File: src/rtl/if_fetch_stage.sv
// Instruction fetch stage: PC register, IF/ID pipeline register and BOOT/RUN/HALT control.
// Instruction memory is read combinationally at inst_addr_o in the same cycle.
module if_fetch_stage #(
    parameter int unsigned      WIDTH    = 32,
    parameter logic [WIDTH-1:0] RESET_PC = '0,
    parameter logic [WIDTH-1:0] PROG_END = WIDTH'(44)
) (
    input  logic             clk_i,
    input  logic             reset_i,
    input  logic             freeze_i,
    input  logic             branch_taken_i,
    input  logic [WIDTH-1:0] branch_addr_i,
    input  logic [WIDTH-1:0] instruction_i,
    output logic [WIDTH-1:0] inst_addr_o,
    output logic [WIDTH-1:0] if_id_pc_o,
    output logic [WIDTH-1:0] if_id_instruction_o,
    output logic             if_id_valid_o,
    output logic             halted_o
);

    typedef enum logic [1:0] {StBoot, StRun, StHalt} state_e;

    localparam logic [WIDTH-1:0] PcStep         = WIDTH'(4);
    localparam logic [WIDTH-1:0] ResetPcAligned = {RESET_PC[WIDTH-1:2], 2'b00};

    state_e           state_q;
    logic [WIDTH-1:0] pc_q;
    logic [WIDTH-1:0] if_id_pc_q;
    logic [WIDTH-1:0] if_id_instr_q;
    logic             if_id_valid_q;
    logic             halted_q;

    logic [WIDTH-1:0] pc_plus4;
    logic [WIDTH-1:0] redirect_pc;
    logic             unused_addr_lsbs;

    // Wraps modulo 2^WIDTH; the carry is simply dropped.
    assign pc_plus4         = pc_q + PcStep;
    assign redirect_pc      = {branch_addr_i[WIDTH-1:2], 2'b00};
    assign unused_addr_lsbs = ^branch_addr_i[1:0];

    always_ff @(posedge clk_i) begin
        if (reset_i) begin
            state_q       <= StBoot;
            pc_q          <= ResetPcAligned;
            if_id_pc_q    <= '0;
            if_id_instr_q <= '0;
            if_id_valid_q <= 1'b0;
            halted_q      <= 1'b0;
        end else begin
            unique case (state_q)
                StBoot: begin
                    // Memory finishes loading this cycle; any redirect is ignored.
                    if_id_pc_q    <= '0;
                    if_id_instr_q <= '0;
                    if_id_valid_q <= 1'b0;
                    halted_q      <= 1'b0;
                    state_q       <= StRun;
                end
                StRun: begin
                    if (branch_taken_i) begin
                        pc_q          <= redirect_pc;
                        if_id_pc_q    <= '0;
                        if_id_instr_q <= '0;
                        if_id_valid_q <= 1'b0;
                        halted_q      <= 1'b0;
                    end else if (pc_q >= PROG_END) begin
                        // End of program wins over freeze.
                        if_id_pc_q    <= '0;
                        if_id_instr_q <= '0;
                        if_id_valid_q <= 1'b0;
                        halted_q      <= 1'b1;
                        state_q       <= StHalt;
                    end else if (!freeze_i) begin
                        pc_q          <= pc_plus4;
                        if_id_pc_q    <= pc_plus4;
                        if_id_instr_q <= instruction_i;
                        if_id_valid_q <= 1'b1;
                    end
                end
                StHalt: begin
                    if_id_pc_q    <= '0;
                    if_id_instr_q <= '0;
                    if_id_valid_q <= 1'b0;
                    if (branch_taken_i) begin
                        // A late branch resolving in the pipeline can restart the loop.
                        pc_q     <= redirect_pc;
                        halted_q <= 1'b0;
                        state_q  <= StRun;
                    end else begin
                        halted_q <= 1'b1;
                    end
                end
                default: begin
                    state_q <= StBoot;
                end
            endcase
        end
    end

    assign inst_addr_o         = pc_q;
    assign if_id_pc_o          = if_id_pc_q;
    assign if_id_instruction_o = if_id_instr_q;
    assign if_id_valid_o       = if_id_valid_q;
    assign halted_o            = halted_q;

endmodule

File: config.mk
export PLATFORM = sky130hd
export DESIGN_NAME = if_fetch_stage
export DESIGN_NICKNAME = d
export VERILOG_FILES = /design/src/rtl/if_fetch_stage.sv
export SDC_FILE = /design/constraint.sdc
export NUM_CORES = 1
export LEC_CHECK = 0
export ABC_AREA = 1
export CORE_UTILIZATION = 24
export CTS_CLUSTER_DIAMETER = 50
export DETAILED_ROUTE_END_ITERATION = 12
export PLACE_DENSITY = 0.5
export REMOVE_ABC_BUFFERS = 1
export SLEW_MARGIN = 30
export SYNTH_ARGS = -nofsm -noshare
export SYNTH_HDL_FRONTEND = slang
export SYNTH_SLANG_ARGS = --single-unit
File: constraint.sdc
create_clock -name clk_i -period 2.05 [get_ports clk_i]
set_clock_uncertainty 0.15 [all_clocks]
set_input_delay 0.615 -clock clk_i [delete_from_list [all_inputs] [get_ports clk_i]]
set_output_delay 0.615 -clock clk_i [all_outputs]
set_load 0.05 [all_outputs]
# Word-level counts from Yosys, hierarchy flattened
# Index checks and enable logic that the tools add are counted.
[classes]
n_addsub = 1
multipliers = 0
n_div = 0
magnitude_cmp = 1
n_eq_ne = 9
n_shift = 0
muxes = 24
bitwise_logic = 0
reduce_logical = 9
[ops]
columns = ["op", "n"]
rows = [
  ["$mux W32", 9],
  ["$pmux W32 S2", 3],
  ["$add A32 B3 Y32 const B", 1],
  ["$ge A32 B6 Y1 const B", 1],
  ["$ne A3 B3 Y1 const B", 3],
  ["$mux W1", 6],
  ["$mux W2", 3],
  ["$ne A2 B2 Y1 const B", 3],
  ["$pmux W2 S3", 1],
  ["$ne A4 B4 Y1 const B", 1],
  ["$reduce_and A2 Y1", 2],
  ["$reduce_and A4 Y1", 1],
  ["$reduce_bool A2 Y1", 2],
  ["$pmux W1 S3", 1],
  ["$reduce_and A3 Y1", 1],
  ["$reduce_bool A3 Y1", 1],
  ["$eq A2 B1 Y1 const B", 1],
  ["$eq A2 B2 Y1 const B", 1],
  ["$logic_not A2 Y1", 1],
  ["$pmux W1 S2", 1],
  ["$reduce_or A2 Y1", 1],
]
[totals]
ff_bits = 100
latchBits = 0
mem_bits_rw = 0
rom_bits = 0
elab_cells = 50
memories = 0

# Longest topological paths before layout
[logic_depth]
depth_word = 5
mapped_depth = 13

# Least setup slack after synthesis
# OpenSTA, ideal clock, no wires.
[synth_path]
path_type = "register to register"
start = "reg pc_q[2] (netlist: inst_addr_o[2])"
end = "reg if_id_instr_q[0] (netlist: if_id_instruction_o[0])"
t_arrival_ns = 1.973
t_required_ns = 1.772
path_slack_ns = -0.201
path_stages_with_launch = 12
n_path_buf = 1
period_less_slack_ns = 2.251
cell_sequence = "dfxtp_1 > ha_1 > inv_1 > nand2_1 > o21ai_1 > nand3_1 > nor2_4 > a21oi_2 > clkbuf_1 > nor2_1 > nor2_1 > nor2_1"
[synth_via]
elab_chain_len = 4
[synth_lines]
columns = ["item", "line_no", "source"]
rows = [
  ["start: declaration", "27", "logic [WIDTH-1:0] pc_q;"],
  ["start signal: assignment", "45", "pc_q <= ResetPcAligned;"],
  ["start signal: assignment", "62", "pc_q <= redirect_pc;"],
  ["start signal: assignment", "75", "pc_q <= pc_plus4;"],
  ["$ge A32 B6 Y1 *", "67", "end else if (pc_q >= PROG_END) begin"],
  ["$mux W32", "67", ""],
  ["$mux W32", "61", "if (branch_taken_i) begin"],
  ["$pmux W32 S2", "51", "unique case (state_q)"],
  ["end signal: assignment", "77", "if_id_instr_q <= instruction_i;"],
  ["end: declaration", "29", "logic [WIDTH-1:0] if_id_instr_q;"],
]
# Mark *: on every way between the ends. The rest lies on a longest branch, timed or not.
# A chain may end at the register's enable or synchronous reset.

# Final worst setup path
[layout_path]
start = "reg pc_q[2] (netlist: inst_addr_o[2])"
end = "reg if_id_instr_q[8] (netlist: if_id_instruction_o[8])"
# Same word-level chain as after synthesis.

==> metrics <==
CTS Buf Count=9; DR WL met3=668 um; port bufs=161; Worst Setup Start Kind=register; Core Rows=51; # DRC=0; clock buffer depth=2; CTS tree=yes; CP Max Fanout=9; final instance area=7930 sq um; max cap viols=0; fin crit period=2.10 ns; Top Metal Used=met4; Critical Path RT=2.14 ns; First-pass DRT Iterations=5; first-pass GRT wire length=23400 um; Final Max Slew Viols=0; crit path DAT=2.18 ns; CP Capture Type=register; crit share post-route=1.02; Post-DP Area=7150 sq um; RSZ-0062 raised after global routing=true; P_leak=0.00354 uW; Sw Ratio=0.442; wl on met1=7540 um; power share of the sequential group=0.236; post-synth cell types=30; worst hold slack=0.288 ns; area of the mapped netlist=4860 sq um; most frequent cells in the layout=nor2_1 (233), nand2_1 (124), buf_4 (116); initial antenna violation count=0; Avg WL per Cell=12.8 um; vias in the first global route=4341; H-tree depth=3; FMAX=477 MHz; Synth Register Bits=97; Seq/Total Area, Yosys=0.400; synth-to-layout area growth=63.1%; Layout Nets=1032; # IOs=166; synthesized area per cell=6.37 sq um; cell area power density=1320 nW/um^2; chip height=144 um; share of cells above drive strength 1=0.247; Setup CP Type=reg -> reg; Starting Density=0.247; most common cell after layout, fill and taps aside=nor2_1; GR Overflow Total=0; clock slew at reported path FFs=0.08 ns; clk_lat worst skew=0.36 ns; failing checks=negative setup slack; Max VDD drop=0.000888 V; Psw=4630 uW; CTS Sinks=97; gpl congestion=0.795; width of the die=144 um; antenna cells=0; Initial DRC Count=205; final antenna-violating net count=0; Vias=5039; outcome=finished, violations left; Clock Power Share=0.177; Final Worst Setup Slack=-0.0452 ns; post-DR vias/cell=4.11; Hold Fails Final Rpt=0; wire length on met2=7310 um; Final setup viols=50; HP Class=reg -> reg; area of the die=20800 sq um; CORE AREA=19700 sq um; Synth warnings=0; Power Internal=5850 uW; largest net degree at the start of global routing=64; Synth Instances=763; HPWL Detailed=10700 um; Total Wirelength=15700 um; Comb pwr share=0.587; Global Route Usage Sum=0.147; Root Buffer=clkbuf_16
[synthesized netlist by cell type, drive strengths merged]
master	count	share of area
inv	89	0.069
nor2b	1	0.0013
xnor2	3	0.0054
conb	1	0.00077
nor2	262	0.20
nand4	40	0.052
clkinv	1	0.00077
dfxtp	97	0.40
mux2i	2	0.0041
nand2b	1	0.0013
nand3b	1	0.0015
nand3	31	0.032
or2	4	0.0051
nand2	137	0.11
buf	24	0.037
a31oi	1	0.0013
a21oi	20	0.021
and3	1	0.0013
o21ai	12	0.012
ha	7	0.018
clkbuf	24	0.019
xor2	4	0.0072
[worst max-delay path, stage by stage, from the launching register on]
cell and delay, ns:
dfxtp_4 0.37, ha_4 0.16, inv_2 0.06, nand2_4 0.05, o21ai_4 0.18, nand3_2 0.11, nor2_4 0.15, buf_6 0.12
buf_6 0.09, nand2_4 0.05, nand2_8 0.13, clkbuf_16 0.18, nor2_1 0.05, nor2_1 0.08, nor2_1 0.05
[power by group through the flow]
stage | combinational (uW) | sequential, uW | clock [uW]
after floorplan | 1840 | 3680 | 0
after global placement | 5750 | 2490 | 0
after detailed placement | 5750 | 2500 | 0
after CTS | 5780 | 2460 | 1930
after global routing | 6680 | 2530 | 2020
final | 6150 | 2480 | 1860
[through the flow]
stage / std cells / util / setup TNS (ns) / total power (uW) / setup slack, ns
3_3_place_gp: 1195 / 0.364 / -16.31 / 8240 / -0.249
3_5_place_dp: 1195 / 0.364 / -18.52 / 8250 / -0.261
6_report: 1227 / 0.403 / -0.861 / 10500 / -0.0452
2_1_floorplan: 716 / - / -76.64 / 5520 / -1.04
5_1_grt: 1227 / 0.403 / -8.52 / 11200 / -0.190
4_1_cts: 1211 / 0.381 / 0 / 10200 / 0.0120
[final timing paths]
check	slack, ns	endpoint	cells after the start	startpoint
setup / recovery	-0.05	if_id_instruction_o[8]	14	inst_addr_o[2]
hold / removal	0.29	if_id_pc_o[16]	2	if_id_pc_o[16]
setup reg to reg	-0.05	if_id_instruction_o[8]	14	inst_addr_o[2]
hold reg to reg	0.29	if_id_pc_o[16]	2	if_id_pc_o[16]
[what timing repair did]
item / in CTS / in global routing
hold buffers: 0 / 0
pin swaps: 0 / 21
gates resized for setup: 2 / 66
cloned: 0 / 4
setup buffers: 0 / 12
setup endpoints to repair: 70 / 89
[area by class of cell]
cell class                 count  area, sq um
inverter                      90          342
fill                        2106        11700
multi-input combinational    529         2520
clock buffer                  10          239
sequential                    97         1950
tap                          265          332
timing repair buffer         230         2460
clock inverter                 6         86.3
[flip-flops by register name, summed over array words and instances (netlist names)]
signal / count
inst_addr_o: 30
if_id_valid_o: 1
if_id_pc_o: 31
state_q: 2
halted_o: 1
if_id_instruction_o: 32
[metal layers]
layer | global-route usage | vias to the layer above
met1 | 0.203 | 2229
li1 | - | 2713
met5 | 0 | -
met2 | 0.230 | 86
met3 | 0.0265 | 11
met4 | 0.0482 | 0
[cell families (layout without fill, tap and decap cells)]
| group | after synthesis | count (layout) | share of synthesized area |
|---|---|---|---|
| AO/OA/AOI/OAI | 33 | 33 | 0.0350 |
| buffers and inverters | 138 | 336 | 0.125 |
| multiplexers | 2 | 2 | 0.00412 |
| adder cells (fa/ha/maj) | 7 | 7 | 0.0180 |
| flip-flops | 97 | 97 | 0.400 |
| XOR/XNOR | 7 | 7 | 0.0126 |
| AND/OR/NAND/NOR | 478 | 478 | 0.404 |
| other | 1 | 2 | 0.000772 |
Power figures use the tool's default switching activity.
